==> src/rtl/pri_arb.sv <==
// Request arbiter with a single registered grant slot.
// Picks one requester per free slot, either by fixed priority (highest index
// wins) or round robin starting just below the last accepted index, and counts
// accepted grants.
module pri_arb #(
  parameter int N  = 8,
  parameter int W  = 3,
  parameter int RR = 0
) (
  input  logic         clk,
  input  logic         rst,
  input  logic [N-1:0] req,
  input  logic         out_rdy,
  output logic         out_vld,
  output logic [W-1:0] out_idx,
  output logic [N-1:0] out_oh,
  output logic [15:0]  gnt_cnt
);

  logic         vld_q,  vld_d;
  logic [W-1:0] idx_q,  idx_d;
  logic [N-1:0] oh_q,   oh_d;
  logic [15:0]  cnt_q,  cnt_d;
  logic [W-1:0] last_q, last_d;

  logic         accept;
  logic         slot_free;
  logic [W-1:0] base;
  logic [W-1:0] pick;
  logic [W-1:0] cand_w;
  int           cand;

  assign accept    = vld_q & out_rdy;
  assign slot_free = ~vld_q | out_rdy;

  // Winner selection. In round robin the search starts below the index being
  // accepted this cycle so back-to-back grants rotate without an idle cycle.
  // Both loops run lowest-priority first so the last hit is the winner.
  always_comb begin
    pick   = '0;
    cand   = 0;
    cand_w = '0;
    base   = accept ? idx_q : last_q;
    if (RR == 0) begin
      for (int i = 0; i < N; i++) begin
        if (req[i]) pick = W'(i);
      end
    end else begin
      for (int k = N; k >= 1; k--) begin
        cand = int'(base) - k;
        if (cand < 0) cand = cand + N;
        cand_w = W'(cand);
        if (req[cand_w]) pick = cand_w;
      end
    end
  end

  // Next state: the slot reloads only when free; a stalled grant holds and
  // ignores req. The last-accepted index moves only on an accept.
  always_comb begin
    vld_d  = vld_q;
    idx_d  = idx_q;
    oh_d   = oh_q;
    cnt_d  = cnt_q;
    last_d = last_q;
    if (accept) begin
      cnt_d  = cnt_q + 16'd1;
      last_d = idx_q;
    end
    if (slot_free) begin
      vld_d = |req;
      oh_d  = '0;
      if (|req) begin
        idx_d       = pick;
        oh_d[pick]  = 1'b1;
      end
    end
  end

  // State registers; reset overrides any grant accepted in the same cycle.
  always_ff @(posedge clk) begin
    if (rst) begin
      vld_q  <= 1'b0;
      idx_q  <= '0;
      oh_q   <= '0;
      cnt_q  <= '0;
      last_q <= '0;
    end else begin
      vld_q  <= vld_d;
      idx_q  <= idx_d;
      oh_q   <= oh_d;
      cnt_q  <= cnt_d;
      last_q <= last_d;
    end
  end

  assign out_vld = vld_q;
  assign out_idx = idx_q;
  assign out_oh  = oh_q;
  assign gnt_cnt = cnt_q;

endmodule

==> config.mk <==
export PLATFORM = sky130hd
export DESIGN_NAME = pri_arb
export DESIGN_NICKNAME = d
export VERILOG_FILES = /design/src/rtl/pri_arb.sv
export SDC_FILE = /design/constraint.sdc
export NUM_CORES = 1
export LEC_CHECK = 0
export ABC_AREA = 0
export BUFFER_PORTS_ARGS = -buffer_cell sky130_fd_sc_hd__buf_2
export CORE_ASPECT_RATIO = 0.75
export CORE_MARGIN = 2
export CORE_UTILIZATION = 52
export CTS_BUF_LIST = sky130_fd_sc_hd__clkbuf_8
export CTS_CLUSTER_DIAMETER = 120
export DETAILED_ROUTE_END_ITERATION = 10
export PLACE_DENSITY = 0.81
export SLEW_MARGIN = 40
export SYNTH_ARGS = -nofsm -noshare
export SYNTH_HDL_FRONTEND = slang
export SYNTH_SLANG_ARGS = --single-unit
==> constraint.sdc <==
create_clock -name clk -period 2 [get_ports clk]
set_input_delay 0.2 -clock clk [delete_from_list [all_inputs] [get_ports clk]]
set_output_delay 0.2 -clock clk [all_outputs]
set_load 0.01 [all_outputs]
# --- Word-level counts from Yosys, hierarchy flattened ---
# Cells that the tools add are included.
word_totals:
  register_bits: 28
  input_bits: 11
  out_inout_bits: 28
op_classes:
  n_addsub: 1
  order_cmp: 2
  n_mux: 10
  bitwise: 3
  n_reduce_logical: 3
op_table:
  columns: ["op", "count"]
  rows:
  - ["two-way mux 3 bit", 6]
  - ["adder 16 x 1 -> 16 bit, second input constant", 1]
  - ["two-way mux 8 bit", 1]
  - ["OR reduction 8 bit", 1]
  - ["less-than comparator 3 x 4 -> 1 bit, second input constant", 1]
  - ["demux 1 bit (select 3 bit)", 1]
  - ["greater-or-equal comparator 3 x 1 -> 1 bit, second input constant", 1]
  - ["two-way mux 1 bit", 2]
  - ["AND reduction 2 bit", 1]
  - ["bitwise AND 1 bit", 1]
  - ["logical AND 1 bit", 1]
  - ["NOT 1 bit", 1]
  - ["OR 1 bit", 1]

# --- Longest topological paths before layout ---
# Gate-level depths: netlist (run 1).
depth:
  word_depth: 12
  ltp_mapped: 5

# --- Worst setup path before layout (run 1) ---
# OpenSTA, ideal clock, no wires.
synth_timing:
  path_type: "reg2reg"
  startpoint: "reg cnt_q[4] (netlist: gnt_cnt[4])"
  endpoint: "reg cnt_q[15] (netlist: gnt_cnt[15])"
  setup_time_ns: 0.123
  t_arrival_ns: 1.520
  required_time_ns: 1.877
  setup_slack_ns: 0.356
  stages_incl_launch_ff: 5
  period_less_slack_ns: 1.644
  path_cell_list: "dfxtp_1 nand4_2 nor4_4 nor3b_2 mux2_1"
synth_via:
  elab_chain_len: 1
synth_lines:
  columns: ["item", "line", "rtl"]
  rows:
  - ["start: declaration", "23", "logic [15:0] cnt_q, cnt_d;"]
  - ["start signal: assignment", "92", "cnt_q <= cnt_d;"]
  - ["adder 16 x 1 -> 16 bit", "67", "cnt_d = cnt_q + 16'd1;"]
# No other way between the ends.
# A chain may end at the register's enable or synchronous reset.

# --- Final worst setup path (run 1) ---
layout_timing:
  startpoint: "reg cnt_q[3] (netlist: gnt_cnt[3])"
  endpoint: "reg cnt_q[15] (netlist: gnt_cnt[15])"
# The elaborated chain is that of the path after synthesis.

==> flow_metrics.env, run 1 <==
export IMPL_status="finished, final reports clean"
export IMPL_period_share_pct=90.8
export IMPL_initial_core_util_pct=55.4
export IMPL_routed_wl_um=2830
export IMPL_hold_path_cell_count=3
export IMPL_cp_start_kind="register"
export IMPL_synth_compound_area_share_pct=10.5
export IMPL_antenna_found_initial=0
export IMPL_arrival_ns=1.97
export IMPL_grt_pass1_wl_um=4350
export IMPL_layout_area_seq_um2=561
export IMPL_critPathRequiredTime_ns=2.15
export IMPL_rsz0062_at_grt="no"
export IMPL_drive_above_1_share_pct=27.4
export IMPL_postLayoutCoreUtil_pct=66.9
export IMPL_grt_pass1_vias=1023
export IMPL_ys_seq_area_share_pct=43.8
export IMPL_max_stage_delay_ns=0.47
export IMPL_groute_usage_overall_pct=21.2
export IMPL_hold_end="out_oh[7]"
export IMPL_synth_area_mux_share_pct=3.52
export IMPL_htreeDepth=1
export IMPL_reg2reg_from="gnt_cnt[3]"
export IMPL_vias_per_cell=5.38
export IMPL_synth_area_leaders="dfxtp_1, nor2_1, a21oi_1"
export IMPL_ant_nets=0
export IMPL_syn_num_nets=160
export IMPL_internal_power_w=0.000738
export IMPL_synth_most_common_cell="dfxtp_1"
export IMPL_synthCells=148
export IMPL_ys_warn_count=0
export IMPL_finalSetupViolCount=0
export IMPL_leakage_nw=0.668
export IMPL_max_freq_mhz=551
export IMPL_yosysTopAreaCell="dfxtp_1"
export IMPL_finalSetupTns_ns=0
export IMPL_grt_overflow=0
export IMPL_vias=1183
export IMPL_synth_xor_area_share_pct=6.84
export IMPL_avgSynthCellArea_um2=8.65
export IMPL_r2r_cells=4
export IMPL_clk_path_buf_depth=2
export IMPL_ys_types=37
export IMPL_clk_latency_ns=0.27
export IMPL_power_density_nw_per_um2=624
export IMPL_synthAdderAreaFrac_pct=0.978
export IMPL_gp_congestion=0.833
export IMPL_core_area_um2=2310
export IMPL_crit_path_cell_trace="nand4_2, nor4_4, nor3b_2, mux2_1"
export IMPL_hp_start="req[7]"
export IMPL_crit_family="simple AND/OR/NAND/NOR gates"
export IMPL_rows=15
export IMPL_final_net_count=200
export IMPL_drc=0
export IMPL_yosysTopAreaCellShare_pct=43.8
export IMPL_critical_path_class="reg -> reg"
export IMPL_first_pass_iters=4
export IMPL_holdBufCountCts=0
export IMPL_cp_end_kind="register"
export IMPL_pwr_share_clk_pct=30.6
export IMPL_clkSinkCount=28
export IMPL_hold_path_class="in -> reg"
export IMPL_tritoncts="yes"
export IMPL_wl_per_cell_um=12.9
export IMPL_die_w_um=61.3
export IMPL_pwr_share_seq_pct=60.1
export IMPL_cts_resized_gates=0
export IMPL_maxSlewViolCount=0
export IMPL_r2r_slack_ns=0.18
export IMPL_clkTransAtPathRegs_ns=0.09
export IMPL_slowest_stage="dfxtp_1"
export IMPL_relSlewSlack_pct=62.3
export IMPL_rr_endpoint="gnt_cnt[15]"
export IMPL_nFillCells=208
export IMPL_post_route_min_period_ns=1.82
export IMPL_drt_initial_drc_count=56
export IMPL_mappedNetlistArea_um2=1280
export IMPL_port_buffers=38
export IMPL_ios=39
export IMPL_syn_to_final_growth_pct=20.7
export IMPL_grt_max_degree=33
export IMPL_synth_ff_type="dfxtp_1"
export IMPL_sw_frac_of_total_pct=23.5
export IMPL_p_switching_w=0.000226
export IMPL_synth_simple_area_share_pct=32.0
export IMPL_synth_seq_cells=28
export IMPL_maxCapViolCount=0
export IMPL_cts_root_buffer="clkbuf_8"
export IMPL_synthArstFlopShare_pct=0
export IMPL_synth_top_family_by_area="simple AND/OR/NAND/NOR gates"
export IMPL_multi_input_area_um2=688
export IMPL_hold_viol_final=0
export IMPL_synth_edf_count=0
export IMPL_yosys_top_cells_count="dfxtp_1, nor2_1, nand2_1"
export IMPL_cts_buffers=3
export IMPL_die_y_um=47.0
export IMPL_finClkSkew_ns=0.00657
export IMPL_combPwrFrac_pct=9.3
export IMPL_path_buf_inv=0
export IMPL_post_dp_hpwl_um=2100
export IMPL_fp_dieArea_um2=2880
export IMPL_peakVddDrop_v=0.000375
export IMPL_crit_fanout=7
export IMPL_diodes=0
export IMPL_post_cts_setup_buffer_count=0
export IMPL_tightest_slew_ns=0.561
export IMPL_crit_cells=4
[sequential cells by signal, indices dropped and copies added (netlist names)]
register  flops
gnt_cnt      16
out_idx       3
out_oh        8
out_vld       1
[per-layer routing]
layer,global-route usage (%),vias up,share of wire (%)
li1,-,593,-
met1,25.3,550,46
met2,36.6,33,47
met3,6.34,7,5.2
met4,8.26,0,1.5
met5,0,-,0
[tightest hold or removal path: cells and delay by family]
kind,cells,cell delay [ns]
AOI/OAI and AO/OA,1,0.05
and+or+nand+nor,1,0.06
buffers and inverters,1,0.14
[power groups by stage]
stage | clock (W) | sequential [W] | combinational, W
global placement | 0 | 0.000591 | 0.0000871
finish | 0.000295 | 0.000579 | 0.0000900
CTS | 0.000300 | 0.000579 | 0.0000901
floorplan | 0 | 0.000597 | 0.0000434
detailed placement | 0 | 0.000592 | 0.0000895
global route | 0.000323 | 0.000581 | 0.000100
[per-stage QoR]
step / std cells / total power, W / cell area (um^2) / setup slack (ns) / hold slack, ns
after global routing: 220 / 0.00100 / 1550 / 0.0675 / 0.246
after CTS: 220 / 0.000969 / 1550 / 0.191 / 0.221
final: 220 / 0.000964 / 1550 / 0.184 / 0.224
after floorplan: 148 / 0.000641 / 1280 / 0.356 / 0.340
after detailed placement: 217 / 0.000682 / 1500 / 0.236 / 0.446
after global placement: 217 / 0.000678 / 1500 / 0.353 / 0.437
[cell type report]
cell class,count,share of cell area [%]
Multi-Input combinational cell,112,44.5
Sequential cell,28,36.3
Timing Repair Buffer,39,12.8
Tap cell,34,2.75
Clock buffer,3,2.67
Inverter,4,0.972
[worst max path at each step]
stage,startpoint,endpoint
final,gnt_cnt[3],gnt_cnt[15]
after global routing,gnt_cnt[0],gnt_cnt[14]
after CTS,gnt_cnt[0],gnt_cnt[14]
after detailed placement,gnt_cnt[0],gnt_cnt[14]
after global placement,gnt_cnt[3],gnt_cnt[15]
after floorplan,gnt_cnt[4],gnt_cnt[15]
[cells by family (layout without fill, tap and decap cells)]
family,after synthesis,count (layout)
muxes,4,4
DFF,28,28
adders and majority gates,1,1
xor gates and xnor gates,10,10
buffers and inverters,8,46
and+or+nand+nor,74,74
AOI/OAI and AO/OA,23,23
[placed cells by master, fill, tap and decap left out, drive strengths merged, types with 2 or more instances in the layout]
master,n
inv,4
nor4,4
mux2,4
a21oi,12
o21ai,5
nor2b,5
dfxtp,28
buf,39
xnor2,6
nand3,8
nand2,14
nor2,25
clkbuf,3
nor4b,2
nand4,3
xor2,4
nor3,6
Note: power is estimated with default switching activity, not from simulation.
==> run 2, diff against run 1 <==
ABC_AREA = 1   (was 0)
CORE_UTILIZATION = 54   (was 52)
PLACE_DENSITY = 0.82   (was 0.81)
==> run 2 against run 1 <==
Setup slack improved by 0.45 ns. Final cell count is 29% higher. Global-route usage rose by 0.44 points. Synthesized cell count is 41% higher. First-iteration DRC count grew 63%. Clock skew is 0.0015 ns lower. Largest power group unchanged. Highest routed layer unchanged.
==> flow_metrics.env, run 2 <==
export IMPL_peakVddDrop_v=0.000518
export IMPL_htreeDepth=1
export IMPL_maxCapViolCount=0
export IMPL_diodes=0
export IMPL_wl_met2_um=1260
export IMPL_port_buffers=38
export IMPL_holdBufCountCts=0
export IMPL_synth_most_common_cell="nand2_1"
export IMPL_power_density_nw_per_um2=661
export IMPL_cp_start_kind="register"
export IMPL_leakage_nw=0.772
export IMPL_critical_path_class="reg -> reg"
export IMPL_status="finished, final reports clean"
export IMPL_syn_to_final_growth_pct=20.1
export IMPL_nFillCells=245
export IMPL_antenna_found_initial=0
export IMPL_hold_viol_final=0
export IMPL_arrival_ns=1.55
export IMPL_grt_max_degree=18
export IMPL_vias_per_cell=4.87
export IMPL_synth_area_leaders="dfxtp_1, nand2_1, inv_1"
export IMPL_relSlewSlack_pct=68.7
export IMPL_die_w_um=63.5
export IMPL_synth_edf_count=0
export IMPL_drt_initial_drc_count=91
export IMPL_maxSlewViolCount=0
export IMPL_finalSetupViolCount=0
export IMPL_rsz0062_at_grt="no"
export IMPL_yosys_top_cells_count="nand2_1, dfxtp_1, inv_1"
export IMPL_synth_ff_type="dfxtp_1"
export IMPL_critPathRequiredTime_ns=2.18
export IMPL_synth_seq_cells=28
export IMPL_top_layer="met4"
export IMPL_first_pass_iters=4
export IMPL_ios=39
export IMPL_wl_per_cell_um=10.8
export IMPL_ant_nets=0
export IMPL_tritoncts="yes"
export IMPL_clkSinkCount=28
export IMPL_total_power_w=0.00114
export IMPL_fin_hold_ws_ns=0.212
export IMPL_max_freq_mhz=731
export IMPL_clk_latency_ns=0.28
export IMPL_synthArstFlopShare_pct=0
export IMPL_synthCells=208
export IMPL_drive_above_1_share_pct=27.9
export IMPL_crit_fanout=4
export IMPL_cts_resized_gates=0
export IMPL_finClkSkew_ns=0.00511
export IMPL_initial_core_util_pct=56.0
export IMPL_grt_pass1_vias=1287
export IMPL_cp_end_kind="register"
export IMPL_syn_num_nets=220
export IMPL_layout_common_cells="nand2_1, buf_2, inv_1, dfxtp_1, nor2_1"
export IMPL_largest_reg_flops=16
export IMPL_route_met3_wl_um=213
export IMPL_avgSynthCellArea_um2=6.90
export IMPL_gp_congestion=0.832
export IMPL_post_cts_setup_buffer_count=0
export IMPL_die_y_um=48.6
export IMPL_drc=0
export IMPL_tightest_slew_ns=0.469
export IMPL_cts_buffers=3
export IMPL_clk_path_buf_depth=2
export IMPL_ys_seq_area_share_pct=39.1
export IMPL_grt_overflow=0
export IMPL_groute_usage_overall_pct=21.7
export IMPL_place_inst=279
export IMPL_fp_dieArea_um2=3090
export IMPL_period_share_pct=68.4
export IMPL_clkTransAtPathRegs_ns=0.10
export IMPL_post_dp_hpwl_um=2280
export IMPL_wl_met1_um=1560
export IMPL_core_area_um2=2560
export IMPL_ys_warn_count=0
export IMPL_finalSetupTns_ns=0
export IMPL_hold_path_class="in -> reg"
export IMPL_rows=16
export IMPL_layout_commonest_cell="nand2_1"
export IMPL_yosysTopAreaCellShare_pct=39.1
export IMPL_routed_wl_um=3060
export IMPL_post_route_min_period_ns=1.37
export IMPL_grt_pass1_wl_um=5380
export IMPL_ys_types=24
export IMPL_yosysTopAreaCell="dfxtp_1"
export IMPL_final_net_count=260
export IMPL_vias=1379
export IMPL_cts_root_buffer="clkbuf_8"
export IMPL_mappedNetlistArea_um2=1440
export IMPL_instances_no_fill=283
==> run 2: cell count changes after synthesis, moves of 4 or more <==
cell     previous run  this run
xor2_1              4         0
a21oi_1            12        17
nor2b_1             5         0
o21ai_0             4         9
inv_1               4        28
nand2_1            14        51
nor2_2              0         6
nor2_4              0         6
inv_2               0         4
nand2_2             0         4
xnor2_1             6         0
==> run 2: per-layer routing <==
layer  GRT usage (%)  vias up
met5               0        -
li1                -      729
met3            6.74        7
met1            30.7      601
met2            32.6       42
met4            4.71        0
==> run 2: final timing paths <==
path,startpoint,to,slack [ns],cells after the start
hold reg to reg,out_oh[3],out_oh[3],0.46,2
setup / recovery,gnt_cnt[1],gnt_cnt[10],0.63,7
hold / removal,req[7],out_oh[7],0.21,3
setup reg to reg,gnt_cnt[1],gnt_cnt[10],0.63,7
==> run 2: cell type report <==
class	instances	area, um^2	share of cell area (%)
multi-input combinational	145	736	42.7
timing repair buffer	38	190	11.0
inverter	32	120	6.97
tap	36	45.0	2.61
clock buffer	3	41.3	2.40
sequential	28	561	32.5
clock inverter	1	30.0	1.74
==> run 2: metrics by stage <==
| stage | instance area (um^2) | worst slack [ns] | util, % |
|---|---|---|---|
| finish | 1720 | 0.632 | 67.2 |
| global route | 1720 | 0.495 | 67.2 |
| CTS | 1720 | 0.661 | 67.2 |
| detailed placement | 1650 | 0.672 | 64.5 |
| global placement | 1650 | 0.721 | 64.5 |
| floorplan | 1440 | 0.701 | - |
==> run 2: cell families after synthesis <==
family	share of synthesized area (%)
fa+ha+maj	0.872
compound gates	11.3
flops	39.1
simple gates	39.1
buf+inv	9.68
==> run 2: power by group <==
group | leakage [nW] | switching, W | total [W] | internal [W]
combinational | 0.508 | 0.0000702 | 0.000107 | 0.0000373
clock | 0.0357 | 0.000184 | 0.000452 | 0.000268
sequential | 0.228 | 0.00000944 | 0.000580 | 0.000571
==> run 2: worst max-delay path, stage by stage (launching register included) <==
cell     delay, ns
dfxtp_1       0.40
ha_1          0.19
nand3_1       0.11
inv_1         0.12
nand2_1       0.09
nor2_2        0.13
nand2_1       0.06
and3_1        0.16
